File: src/rtl/fpu_mul_result_port_if.sv
// fpu_mul_result_port_if: result bus between the multiplier collector and its downstream consumer
interface fpu_mul_result_port_if #(
    parameter int DROP_W = 8
);
    logic              Res_valid;
    logic              Sz;
    logic [7:0]        Ez;
    logic [22:0]       Mz;
    logic [4:0]        Res_flags;
    logic              Res_ready;
    logic [31:0]       Out_data;
    logic [4:0]        Out_flags;
    logic              Out_valid;
    logic              Out_ready;
    logic              Flags_clr;
    logic [4:0]        Sticky_flags;
    logic [DROP_W-1:0] Drop_cnt;

    modport master (
        output Res_valid, Sz, Ez, Mz, Res_flags, Out_ready, Flags_clr,
        input  Res_ready, Out_data, Out_flags, Out_valid, Sticky_flags, Drop_cnt
    );

    modport slave (
        input  Res_valid, Sz, Ez, Mz, Res_flags, Out_ready, Flags_clr,
        output Res_ready, Out_data, Out_flags, Out_valid, Sticky_flags, Drop_cnt
    );
endinterface

File: src/rtl/fpu_mul_result_port.sv
// fpu_mul_result_port: packs multiplier results, buffers them in a 2-entry FIFO, tracks sticky flags and drops
module fpu_mul_result_port #(
    parameter int DEPTH  = 2,
    parameter int DROP_W = 8
) (
    input logic                 CLK,
    input logic                 RST,
    fpu_mul_result_port_if.slave bus
);
    logic [31:0]       data_q [2];
    logic [4:0]        flags_q [2];
    logic              wp_q, wp_d;
    logic              rp_q, rp_d;
    logic [1:0]        cnt_q, cnt_d;
    logic [4:0]        sticky_q, sticky_d;
    logic [DROP_W-1:0] drop_q, drop_d;
    logic              full, valid, push, pop, drop;
    logic [31:0]       packed_word;

    assign full  = cnt_q == 2'(DEPTH);
    assign valid = cnt_q != 2'd0;
    assign push  = bus.Res_valid && !full;
    assign pop   = valid && bus.Out_ready;
    assign drop  = bus.Res_valid && full;

    assign packed_word = bus.Res_flags[4] ? 32'h7FC0_0000 :
                         bus.Res_flags[0] ? {bus.Sz, 31'b0} :
                                            {bus.Sz, bus.Ez, bus.Mz};

    assign bus.Res_ready    = !full;
    assign bus.Out_valid    = valid;
    assign bus.Out_data     = valid ? data_q[rp_q] : 32'b0;
    assign bus.Out_flags    = valid ? flags_q[rp_q] : 5'b0;
    assign bus.Sticky_flags = sticky_q;
    assign bus.Drop_cnt     = drop_q;

    // next-state for pointers, occupancy, sticky flags and the saturating drop counter
    always_comb begin
        wp_d     = push ? ~wp_q : wp_q;
        rp_d     = pop ? ~rp_q : rp_q;
        cnt_d    = cnt_q + {1'b0, push} - {1'b0, pop};
        sticky_d = push ? ((bus.Flags_clr ? 5'b0 : sticky_q) | bus.Res_flags) :
                   bus.Flags_clr ? 5'b0 : sticky_q;
        drop_d   = (drop && drop_q != '1) ? drop_q + 1'b1 : drop_q;
    end

    // control state; reset empties the FIFO at once
    always_ff @(posedge CLK or negedge RST) begin
        if (!RST) begin
            wp_q     <= 1'b0;
            rp_q     <= 1'b0;
            cnt_q    <= 2'd0;
            sticky_q <= 5'b0;
            drop_q   <= '0;
        end else begin
            wp_q     <= wp_d;
            rp_q     <= rp_d;
            cnt_q    <= cnt_d;
            sticky_q <= sticky_d;
            drop_q   <= drop_d;
        end
    end

    // storage needs no reset: entries are only read while counted as valid
    always_ff @(posedge CLK) begin
        if (push) begin
            data_q[wp_q]  <= packed_word;
            flags_q[wp_q] <= bus.Res_flags;
        end
    end
endmodule

File: src/flat_wrapper.sv
// flat-port wrapper written by rule: the top's interface ports become plain ports
module fpu_mul_result_port_flat 
#(
    parameter int DEPTH  = 2,
    parameter int DROP_W = 8
)
  (CLK, RST, bus_Res_valid, bus_Sz, bus_Ez, bus_Mz, bus_Res_flags, bus_Out_ready, bus_Flags_clr, bus_Res_ready, bus_Out_data, bus_Out_flags, bus_Out_valid, bus_Sticky_flags, bus_Drop_cnt);
  fpu_mul_result_port_if #(.DROP_W(DROP_W)) bus_i ();
  input logic CLK;
  input logic RST;
  input wire logic [$bits(bus_i.Res_valid)-1:0] bus_Res_valid;
  input wire logic [$bits(bus_i.Sz)-1:0] bus_Sz;
  input wire logic [$bits(bus_i.Ez)-1:0] bus_Ez;
  input wire logic [$bits(bus_i.Mz)-1:0] bus_Mz;
  input wire logic [$bits(bus_i.Res_flags)-1:0] bus_Res_flags;
  input wire logic [$bits(bus_i.Out_ready)-1:0] bus_Out_ready;
  input wire logic [$bits(bus_i.Flags_clr)-1:0] bus_Flags_clr;
  output wire logic [$bits(bus_i.Res_ready)-1:0] bus_Res_ready;
  output wire logic [$bits(bus_i.Out_data)-1:0] bus_Out_data;
  output wire logic [$bits(bus_i.Out_flags)-1:0] bus_Out_flags;
  output wire logic [$bits(bus_i.Out_valid)-1:0] bus_Out_valid;
  output wire logic [$bits(bus_i.Sticky_flags)-1:0] bus_Sticky_flags;
  output wire logic [$bits(bus_i.Drop_cnt)-1:0] bus_Drop_cnt;
  assign bus_i.Res_valid = bus_Res_valid;
  assign bus_i.Sz = bus_Sz;
  assign bus_i.Ez = bus_Ez;
  assign bus_i.Mz = bus_Mz;
  assign bus_i.Res_flags = bus_Res_flags;
  assign bus_i.Out_ready = bus_Out_ready;
  assign bus_i.Flags_clr = bus_Flags_clr;
  assign bus_Res_ready = bus_i.Res_ready;
  assign bus_Out_data = bus_i.Out_data;
  assign bus_Out_flags = bus_i.Out_flags;
  assign bus_Out_valid = bus_i.Out_valid;
  assign bus_Sticky_flags = bus_i.Sticky_flags;
  assign bus_Drop_cnt = bus_i.Drop_cnt;
  fpu_mul_result_port #(.DEPTH(DEPTH), .DROP_W(DROP_W)) u_core (.CLK(CLK), .RST(RST), .bus(bus_i));
endmodule
File: config.mk
export PLATFORM = sky130hd
export DESIGN_NAME = fpu_mul_result_port_flat
export DESIGN_NICKNAME = d
export VERILOG_FILES = /design/src/rtl/fpu_mul_result_port_if.sv /design/src/rtl/fpu_mul_result_port.sv /design/src/flat_wrapper.sv
export SDC_FILE = /design/constraint.sdc
export NUM_CORES = 1
export LEC_CHECK = 0
export ABC_CLOCK_PERIOD_IN_PS = 3200
export CORE_MARGIN = 4
export CORE_UTILIZATION = 30
export CTS_BUF_LIST = sky130_fd_sc_hd__clkbuf_16
export DETAILED_ROUTE_END_ITERATION = 8
export GPL_TIMING_DRIVEN = 0
export MAX_ROUTING_LAYER = met4
export PLACE_DENSITY = 0.53
export SKIP_LAST_GASP = 1
export SYNTH_ARGS = -nofsm -noshare
export SYNTH_HDL_FRONTEND = slang
export SYNTH_SLANG_ARGS = --single-unit
File: constraint.sdc
create_clock -name CLK -period 3.2 [get_ports CLK]
set_input_delay 0.32 -clock CLK [delete_from_list [all_inputs] [get_ports CLK]]
set_output_delay 0.32 -clock CLK [all_outputs]
set_load 0.03 [all_outputs]
**After elaboration in Yosys (flattened, before gate mapping)**

Memories as Yosys holds them, arrays and structs flattened.
Index checks and enable logic that the tools add are counted.

- Equality and inequality tests: 2
- Multiplexer cells: 8
- $add $sub $neg: 3
- Bitwise operators: 3
- Reductions and logical operators: 6

Operators with widths:

| cell | number |
|---|---|
| 32-bit two-way mux | 2 |
| 31-bit two-way mux | 1 |
| 5-bit two-way mux | 3 |
| 8-bit by 1-bit adder with 8-bit output (second input constant) | 1 |
| 8-bit != test (second input constant) | 1 |
| 5-bit OR | 1 |
| 1-bit logical AND | 4 |
| 2-bit by 1-bit adder with 2-bit output | 1 |
| 2-bit == test (second input constant) | 1 |
| 1-bit two-way mux | 2 |
| 1-bit inverter | 2 |
| 2-bit nonzero test | 1 |
| 2-bit by 1-bit subtractor with 2-bit output | 1 |
| 1-bit zero test | 1 |

- Memory bits (writable): 74
- Output and inout port bits: 52
- Memories kept: 2
- Word-level logic and storage cells: 29
- Input bits: 42
- Flip-flop bits (word level): 17

Memories:

| name | depth | bits a word | read ports | clocked after Yosys merged registers in | wr ports | RTL line | RTL |
|---|---|---|---|---|---|---|---|
| u_core.data_q | 2 | 32 | 1 | 0 | 1 | fpu_mul_result_port.sv:10 | `logic [31:0] data_q [2];` |
| u_core.flags_q | 2 | 5 | 1 | 0 | 1 | fpu_mul_result_port.sv:11 | `logic [4:0] flags_q [2];` |

**Depth between registers and ports, before layout**

Gate-level depths: netlist of the first run.

- Word-level depth: 5
- Depth in mapped cells: 8
- Gate-level depth less buffers: 8

**Worst setup path before layout of the first run**

Ideal clock, no wire load.

- Path kind: reg-to-reg
- From: register u_core.cnt_q[1]
- To: memory u_core.data_q[0][0], enable pin
- Data arrival time: 2696 ps
- Library setup time: 436 ps
- Stages on the path, launching flop included: 5
- Clock period less this slack: 3132 ps
- Data required time: 2764 ps
- Slack: 68 ps
- Path through: dfrtp_1 -> nand2b_1 -> and2_1 -> buf_2 -> nor2b_1

- Longest elaborated chain between the ends: 5

RTL lines:

| what | RTL line | RTL |
|---|---|---|
| from (decl) | fpu_mul_result_port.sv:14 | `logic [1:0] cnt_q, cnt_d;` |
| from (signal assigned) | fpu_mul_result_port.sv:58 | `cnt_q <= cnt_d;` |
| 2-bit == test | fpu_mul_result_port.sv:20 | `assign full = cnt_q == 2'(DEPTH);` |
| 1-bit zero test | n/a |  |
| via bus_Res_ready | flat_wrapper.sv:18 | `output wire logic [$bits(bus_i.Res_ready)-1:0] bus_Res_ready;` |
| 1-bit logical AND | fpu_mul_result_port.sv:22 | `assign push = bus.Res_valid && !full;` |
| via u_core.push | fpu_mul_result_port.sv:17 | `logic full, valid, push, pop, drop;` |
| 1-bit two-way mux | fpu_mul_result_port.sv:66 | `if (push) begin` |
| 1-bit two-way mux (not written as such) | fpu_mul_result_port.sv:67 | `data_q[wp_q] <= packed_word;` |
| to (decl) | fpu_mul_result_port.sv:10 |  |

The timed path passes the listed nets, and every way through them passes these cells.

**Worst setup path after layout of the first run**

- From: register u_core.rp_q
- To: output port bus_Out_data[24]

- Longest elaborated chain between the ends: 2

RTL lines:

| what | RTL line | RTL |
|---|---|---|
| from (decl) | fpu_mul_result_port.sv:13 | `logic rp_q, rp_d;` |
| from (signal assigned) | fpu_mul_result_port.sv:57 | `rp_q <= rp_d;` |
| memory read 2 x 32 bit | n/a |  |
| 32-bit two-way mux | fpu_mul_result_port.sv:32 | `assign bus.Out_data = valid ? data_q[rp_q] : 32'b0;` |
| to (decl) | flat_wrapper.sv:19 | `output wire logic [$bits(bus_i.Out_data)-1:0] bus_Out_data;` |

Every way passes these cells.

==> results.sh, run 1 <==
export IMPL_setup_worst_path_end_class="output port"
export IMPL_cts_setup_buffers=0
export IMPL_leakagePower_nw=2.09
export IMPL_setup_viol=0
export IMPL_gpl_final_weighted_congestion=0.823
export IMPL_flow_area_growth_from_synthesis_pct=38.6
export IMPL_via_per_inst=4.41
export IMPL_port_buffers=93
export IMPL_drive_gt1_share_pct=9.41
export IMPL_mean_instance_size_in_the_synthesized_netlist_sq_um=14.7
export IMPL_postPlaceCellArea_sq_mm=0.00503
export IMPL_vias=2397
export IMPL_dieHeight_um=121
export IMPL_synthesis_yosys_warnings=0
export IMPL_synth_net_count=306
export IMPL_netlist_area_sq_mm=0.00383
export IMPL_status="complete, no violations"
export IMPL_synth_edf_count=74
export IMPL_antenna_cells=0
export IMPL_worstMarginPinSlew_ps=774
export IMPL_largest_net_degree_at_the_start_of_global_routing=33
export IMPL_finalMaxSlewViolations=0
export IMPL_ir_drop_v=0.000449
export IMPL_grt_ovfl_total=0
export IMPL_fp_coreArea_sq_mm=0.0126
export IMPL_bufs_on_longest_clock_path=2
export IMPL_die_area_sq_mm=0.0147
export IMPL_yosys_area_share_xor_xnor_pct=1.60
export IMPL_commonest_register_cell_after_synthesis="edfxtp_1"
export IMPL_detail_route_wirelength_mm=8.28
export IMPL_regToRegSetupSlack_ps=1180
export IMPL_cts_tree="done"
export IMPL_signal_arrival_time_at_the_worst_endpoint_ps=2170
export IMPL_class_of_the_most_critical_setup_path="flop to output port"
export IMPL_post_synth_inst_count=261
export IMPL_global_route_wire_length_before_repair_mm=12.8
export IMPL_cp_start_kind="flop"
export IMPL_ports=94
export IMPL_unrepaired_setup_endpoints_after_global_routing="no"
export IMPL_worstHoldPathType="input pin to asynchronous set/reset pin"
export IMPL_first_global_vias=2538
export IMPL_worst_path_max_fanout=10
export IMPL_finalWorstSetupSlack_ps=708
export IMPL_clk_transition_reported_paths_ps=60
export IMPL_final_cells=544
export IMPL_pwr_density_cell_mw_per_mm2=976
export IMPL_clkSinkCount=91
export IMPL_synth_fa_ha_area_share_pct=0.979
export IMPL_initial_core_util_pct=30.5
export IMPL_grt_antenna_before_repair=0
export IMPL_finalWorstPathRequiredPeriod_ps=2490
export IMPL_post_synth_and_or_nand_nor_area_fraction_pct=11.2
export IMPL_drc=0
export IMPL_holdBufCountCts=0
export IMPL_cts_inserted_buffers=9
export IMPL_drt_iter0_drc=96
export IMPL_num_rows=41
export IMPL_max_stage_delay_ps=690
export IMPL_dp_cells=528
export IMPL_maxClockFrequency_mhz=401
export IMPL_fraction_of_the_mapped_netlist_area_in_compound_gates_pct=3.92
export IMPL_dpl_hpwl_mm=5.58
export IMPL_fin_nets=412
export IMPL_worst_endpoint_required_ps=2880
export IMPL_seq_area_frac_synth_pct=69.0
export IMPL_synthMuxAreaShare_pct=11.0
export IMPL_crit_path_cell_trace="buf_2 -> buf_4 -> mux2i_1 -> nor2_1 -> clkdlybuf4s50_1"
export IMPL_synth_cell_types=31
export IMPL_crit_path_top_delay_cell="clkdlybuf4s50_1"
export IMPL_dp_slack_ps=872
export IMPL_clock_tree_htree_level_count=3
export IMPL_final_antenna_net_count=0
export IMPL_async_flop_share_pct=18.7
export IMPL_post_cts_resized_instances=0
export IMPL_max_cap_violations=0
export IMPL_final_count_of_hold_timing_violations=0
export IMPL_post_route_cell_area_sq_mm=0.00531
export IMPL_synth_top_family_by_area="simple AND/OR/NAND/NOR gates"
export IMPL_final_worst_path_period_share_pct=77.9
export IMPL_ys_seq_elements=91
export IMPL_detail_route_first_pass_iterations=4
export IMPL_fin_tns_setup_ps=0
export IMPL_clk_root_buffer_cell="clkbuf_16"
export IMPL_slew_limit_headroom_pct=48.3
export IMPL_grtUsageTotal_pct=11.9
export IMPL_dieWidth_um=121
export IMPL_fin_worst_skew_ps=5.35
export IMPL_clock_insertion_delay_worst_skew_ps=330
export IMPL_wire_per_inst_um=15.2
-- placed cells by master, fill, tap and decap left out, types with 4 or more instances in the layout --
master	n
and2_1	24
a22o_1	5
nor2_1	40
buf_2	7
clkbuf_16	9
inv_1	5
dfrtp_1	17
a21o_1	9
mux2i_1	37
xnor2_1	4
clkdlybuf4s50_1	93
nand2_1	4
edfxtp_1	74
-- stage by stage --
stage	hold slack (ps)	power, mW	util (%)
after floorplan	24.4	3.23	-
after detailed placement	500	4.26	40.0
after global routing	515	5.49	42.3
after CTS	476	5.29	42.3
after global placement	476	4.21	39.6
final	442	5.19	42.3
-- cells by family after synthesis --
group                    after synthesis
AO/OA/AOI/OAI                         19
XOR/XNOR                               7
adder cells (fa/ha/maj)                3
buffers and inverters                 18
flip-flops                            91
multiplexers                          41
AND/OR/NAND/NOR                       82
-- critical path, delay by kind of cell (launching register included) --
kind	cells	cell delay (ps)
buf+inv	3	1290
flops	1	350
simple gates	1	110
mux	1	100
-- cell type report --
class	count	area [sq um]
fillers	1245	7250
flip-flops and latches	91	2650
multi-input cells	152	1110
repair buffers	95	971
clock buffers	9	225
well taps	172	215
plain buffers	13	68.8
clock inverters	7	58.8
inverters	5	18.8
-- report_power, final --
group	switching (mW)	total, mW	internal (mW)
combinational	1.43	2.44	1.00
sequential	0.127	1.74	1.62
clock	0.411	1.01	0.596
-- Yosys cell counts, types with 3 or more instances --
cell      count  area (sq um)
edfxtp_1     74          2220
inv_1         4          15.0
a22o_1        5          43.8
xor2_1        3          26.3
a21o_1        9          67.6
ha_1          3          37.5
buf_2         7          35.0
buf_4         3          22.5
and2_1       24           150
mux2i_1      37           370
dfrtp_1      17           425
nand2_1       4          15.0
xnor2_1       4          35.0
clkbuf_1      3          11.3
nor2_1       40           150
-- registers in the layout, indices dropped and copies added, names as in the netlist --
register,cells
u_core.flags_q,10
u_core.wp_q,1
u_core.cnt_q,2
u_core.rp_q,1
u_core.data_q,64
u_core.bus.Sticky_flags,5
u_core.bus.Drop_cnt,8
-- routing by layer --
layer	GRT usage (%)	part of all wire [%]	wire length [um]	up-vias
met5	-	0	0	-
met4	5.31	1.8	153	0
met3	2.19	3.4	278	12
met2	19.1	48	3990	58
met1	14.6	47	3860	1174
li1	-	-	-	1153
-- worst paths after layout --
kind | from | cells past startpoint | end
max in group asynchronous | RST | 1 | u_core.bus.Sticky_flags[2]
min in group CLK | u_core.bus.Sticky_flags[3] | 1 | u_core.bus.Sticky_flags[3]
worst min-delay path | RST | 1 | u_core.bus.Sticky_flags[4]
worst max-delay path | u_core.rp_q | 5 | bus_Out_data[24]
worst min register to register | u_core.bus.Sticky_flags[3] | 1 | u_core.bus.Sticky_flags[3]
worst max register to register | u_core.cnt_q[1] | 5 | u_core.data_q[0][14]
Note: power is estimated with default switching activity, not from simulation.
==> run 2: changes to the inputs <==
--- a/config.mk
+++ b/config.mk
@@ -5,14 +5,14 @@
 export SDC_FILE = /design/constraint.sdc
 export NUM_CORES = 1
 export LEC_CHECK = 0
-export ABC_CLOCK_PERIOD_IN_PS = 3200
+export ABC_CLOCK_PERIOD_IN_PS = 2150
 export CORE_MARGIN = 4
 export CORE_UTILIZATION = 30
 export CTS_BUF_LIST = sky130_fd_sc_hd__clkbuf_16
 export DETAILED_ROUTE_END_ITERATION = 8
 export GPL_TIMING_DRIVEN = 0
 export MAX_ROUTING_LAYER = met4
-export PLACE_DENSITY = 0.53
+export PLACE_DENSITY = 0.55
 export SKIP_LAST_GASP = 1
 export SYNTH_ARGS = -nofsm -noshare
 export SYNTH_HDL_FRONTEND = slang
==> constraint.sdc (replaced) <==
create_clock -name CLK -period 2.15 [get_ports CLK]
set_input_delay 0.215 -clock CLK [delete_from_list [all_inputs] [get_ports CLK]]
set_output_delay 0.215 -clock CLK [all_outputs]
set_load 0.03 [all_outputs]
==> run 2 against run 1 <==
Clock skew is 0.51 ps higher. Setup slack got worse by 600 ps. Non-clock buffer count down 1. Core utilization increased by 0.16 points. Die area is the same. Combinational power rose by 39%. Sequential power is 50% higher. Critical path type unchanged. Critical endpoint is now bus_Out_flags[4]. Largest power group unchanged.
==> results.sh, run 2 (same netlist as run 1, synthesis figures left out) <==
export IMPL_status="complete, no violations"
export IMPL_dp_cells=527
export IMPL_setup_worst_path_end_class="output port"
export IMPL_cts_inserted_buffers=9
export IMPL_share_seq_of_total_power_pct=34.0
export IMPL_fillCellCount=1221
export IMPL_ports=94
export IMPL_dpl_hpwl_mm=5.58
export IMPL_detail_route_wirelength_mm=8.45
export IMPL_worstHoldPathType="input pin to asynchronous set/reset pin"
export IMPL_global_route_wire_length_before_repair_mm=13.2
export IMPL_final_worst_path_period_share_pct=95.2
export IMPL_final_cells=544
export IMPL_slew_limit_headroom_pct=47.0
export IMPL_grtUsageTotal_pct=12.2
export IMPL_fin_nets=412
export IMPL_grt_antenna_before_repair=0
export IMPL_clk_transition_reported_paths_ps=60
export IMPL_fin_tns_setup_ps=0
export IMPL_number_of_flip_flops_under_the_largest_register_name=64
export IMPL_final_antenna_net_count=0
export IMPL_final_cell_mix="edfxtp_1 (74), clkdlybuf4s50_1 (60), nor2_1 (40)"
export IMPL_setup_viol=0
export IMPL_clock_tree_htree_level_count=3
export IMPL_clkSinkCount=91
export IMPL_cp_start_kind="flop"
export IMPL_finalWorstPathRequiredPeriod_ps=2050
export IMPL_power_combinational_fraction_pct=44.3
export IMPL_fp_coreArea_sq_mm=0.0126
export IMPL_finalMaxSlewViolations=0
export IMPL_dieHeight_um=121
export IMPL_max_stage_delay_ps=690
export IMPL_signal_arrival_time_at_the_worst_endpoint_ps=1830
export IMPL_finalWorstSetupSlack_ps=104
export IMPL_port_buffers=93
export IMPL_maxClockFrequency_mhz=489
export IMPL_wl_met2_mm=4.15
export IMPL_holdBufCountCts=0
export IMPL_detail_route_first_pass_iterations=4
export IMPL_cts_tree="done"
export IMPL_flow_area_growth_from_synthesis_pct=39.1
export IMPL_finish_utilization_pct=42.4
export IMPL_largest_net_degree_at_the_start_of_global_routing=21
export IMPL_leakagePower_nw=2.19
export IMPL_post_route_cell_area_sq_mm=0.00533
export IMPL_postPlaceCellArea_sq_mm=0.00502
export IMPL_top_layer_used="met4"
export IMPL_pwr_density_cell_mw_per_mm2=1440
export IMPL_clock_insertion_delay_worst_skew_ps=330
export IMPL_switching_share_pct=38.9
export IMPL_dp_slack_ps=-300
export IMPL_initial_core_util_pct=30.5
export IMPL_via_per_inst=4.43
export IMPL_class_of_the_most_critical_setup_path="flop to output port"
export IMPL_drive_gt1_share_pct=9.41
export IMPL_clock_power_share_pct=21.7
export IMPL_max_cap_violations=0
export IMPL_final_common_cell="edfxtp_1"
export IMPL_worstMarginPinSlew_ps=792
export IMPL_wire_per_inst_um=15.5
export IMPL_fin_worst_skew_ps=5.86
export IMPL_drt_iter0_drc=85
export IMPL_grt_ovfl_total=0
export IMPL_worst_endpoint_required_ps=1930
export IMPL_worst_path_max_fanout=10
export IMPL_bufs_on_longest_clock_path=2
export IMPL_detailroute_wirelength_met3_um=503
export IMPL_ir_drop_v=0.000657
export IMPL_crit_path_top_delay_cell="clkdlybuf4s50_1"
export IMPL_drc=0
export IMPL_die_area_sq_mm=0.0147
export IMPL_gpl_final_weighted_congestion=0.797
export IMPL_wl_met1_mm=3.70
export IMPL_clk_root_buffer_cell="clkbuf_16"
export IMPL_cts_setup_buffers=0
export IMPL_antenna_cells=0
export IMPL_first_global_vias=2622
export IMPL_dieWidth_um=121
export IMPL_largest_register="u_core.data_q"
export IMPL_crit_path_cell_trace="buf_4 -> mux2i_1 -> nor2_1 -> clkdlybuf4s50_1"
export IMPL_unrepaired_setup_endpoints_after_global_routing="no"
export IMPL_power_net_switching_mw=2.98
export IMPL_vias=2408
export IMPL_p_int_mw=4.69
export IMPL_num_rows=41
export IMPL_final_count_of_hold_timing_violations=0
run 2: cell types whose count changed in the layout (fill, tap and decap cells not counted), moves of 2 or more:
cell / change
clkinv_2: -3
buf_12: -2
buf_4: +5
dlymetal6s2s_1: +3
buf_2: -5
clkinvlp_4: +4
dlygate4sd2_1: +29
clkdlybuf4s50_1: -33
run 2: what timing repair did:
item / 4_1_cts / 5_1_grt
resized for setup: 36 / 4
endpoints found under the hold margin: 0 / 0
setup endpoints to repair: 71 / 4
gates cloned: 1 / 0
run 2: critical path: cells and delay by family, from the launching register on:
kind                   cells  cell delay [ps]
buffers and inverters      2              890
and+or+nand+nor            1              110
DFF                        1              380
muxes                      1              130
run 2: path summary, 6_finish.rpt:
path	end	start	depth (start not counted)	slack, ps
worst min-delay path	u_core.bus.Sticky_flags[2]	RST	1	350
worst max-delay path	bus_Out_flags[4]	u_core.rp_q	4	100
min in group CLK	u_core.flags_q[0][1]	bus_Res_flags[1]	1	510
worst min register to register	u_core.bus.Sticky_flags[3]	u_core.bus.Sticky_flags[3]	1	520
worst max register to register	u_core.data_q[0][2]	u_core.cnt_q[1]	4	290
max in group asynchronous	u_core.bus.Sticky_flags[3]	RST	1	1310
run 2: final cells by class:
| cell class | count | area (sq um) | area share (%) |
|---|---|---|---|
| clock buffers | 9 | 225 | 4.22 |
| plain buffers | 13 | 81.3 | 1.52 |
| repair buffers | 94 | 930 | 17.4 |
| clock inverters | 7 | 93.8 | 1.76 |
| multi-input cells | 153 | 1120 | 21.0 |
| well taps | 172 | 215 | 4.03 |
| inverters | 5 | 18.8 | 0.352 |
| flip-flops and latches | 91 | 2650 | 49.6 |
run 2: per-stage QoR:
| stage | hold slack [ps] | total power [mW] |
|---|---|---|
| after CTS | 362 | 7.82 |
| after detailed placement | 497 | 6.32 |
| after global placement | 495 | 6.26 |
| after global routing | 394 | 8.09 |
| after floorplan | -80.6 | 4.81 |
| final | 346 | 7.68 |
run 2: metal layers:
| metal | global-route usage, % | vias to the layer above |
|---|---|---|
| li1 | - | 1149 |
| met1 | 14.6 | 1188 |
| met2 | 19.6 | 65 |
| met3 | 3.82 | 6 |
| met4 | 4.25 | 0 |
| met5 | - | - |
run 2: power by group through the flow:
stage	logic [mW]	registers (mW)	clock network, mW
6_report	3.40	2.61	1.67
5_1_grt	3.65	2.66	1.79
4_1_cts	3.49	2.62	1.71
3_5_place_dp	3.68	2.64	0
3_3_place_gp	3.62	2.64	0
2_1_floorplan	2.09	2.72	0
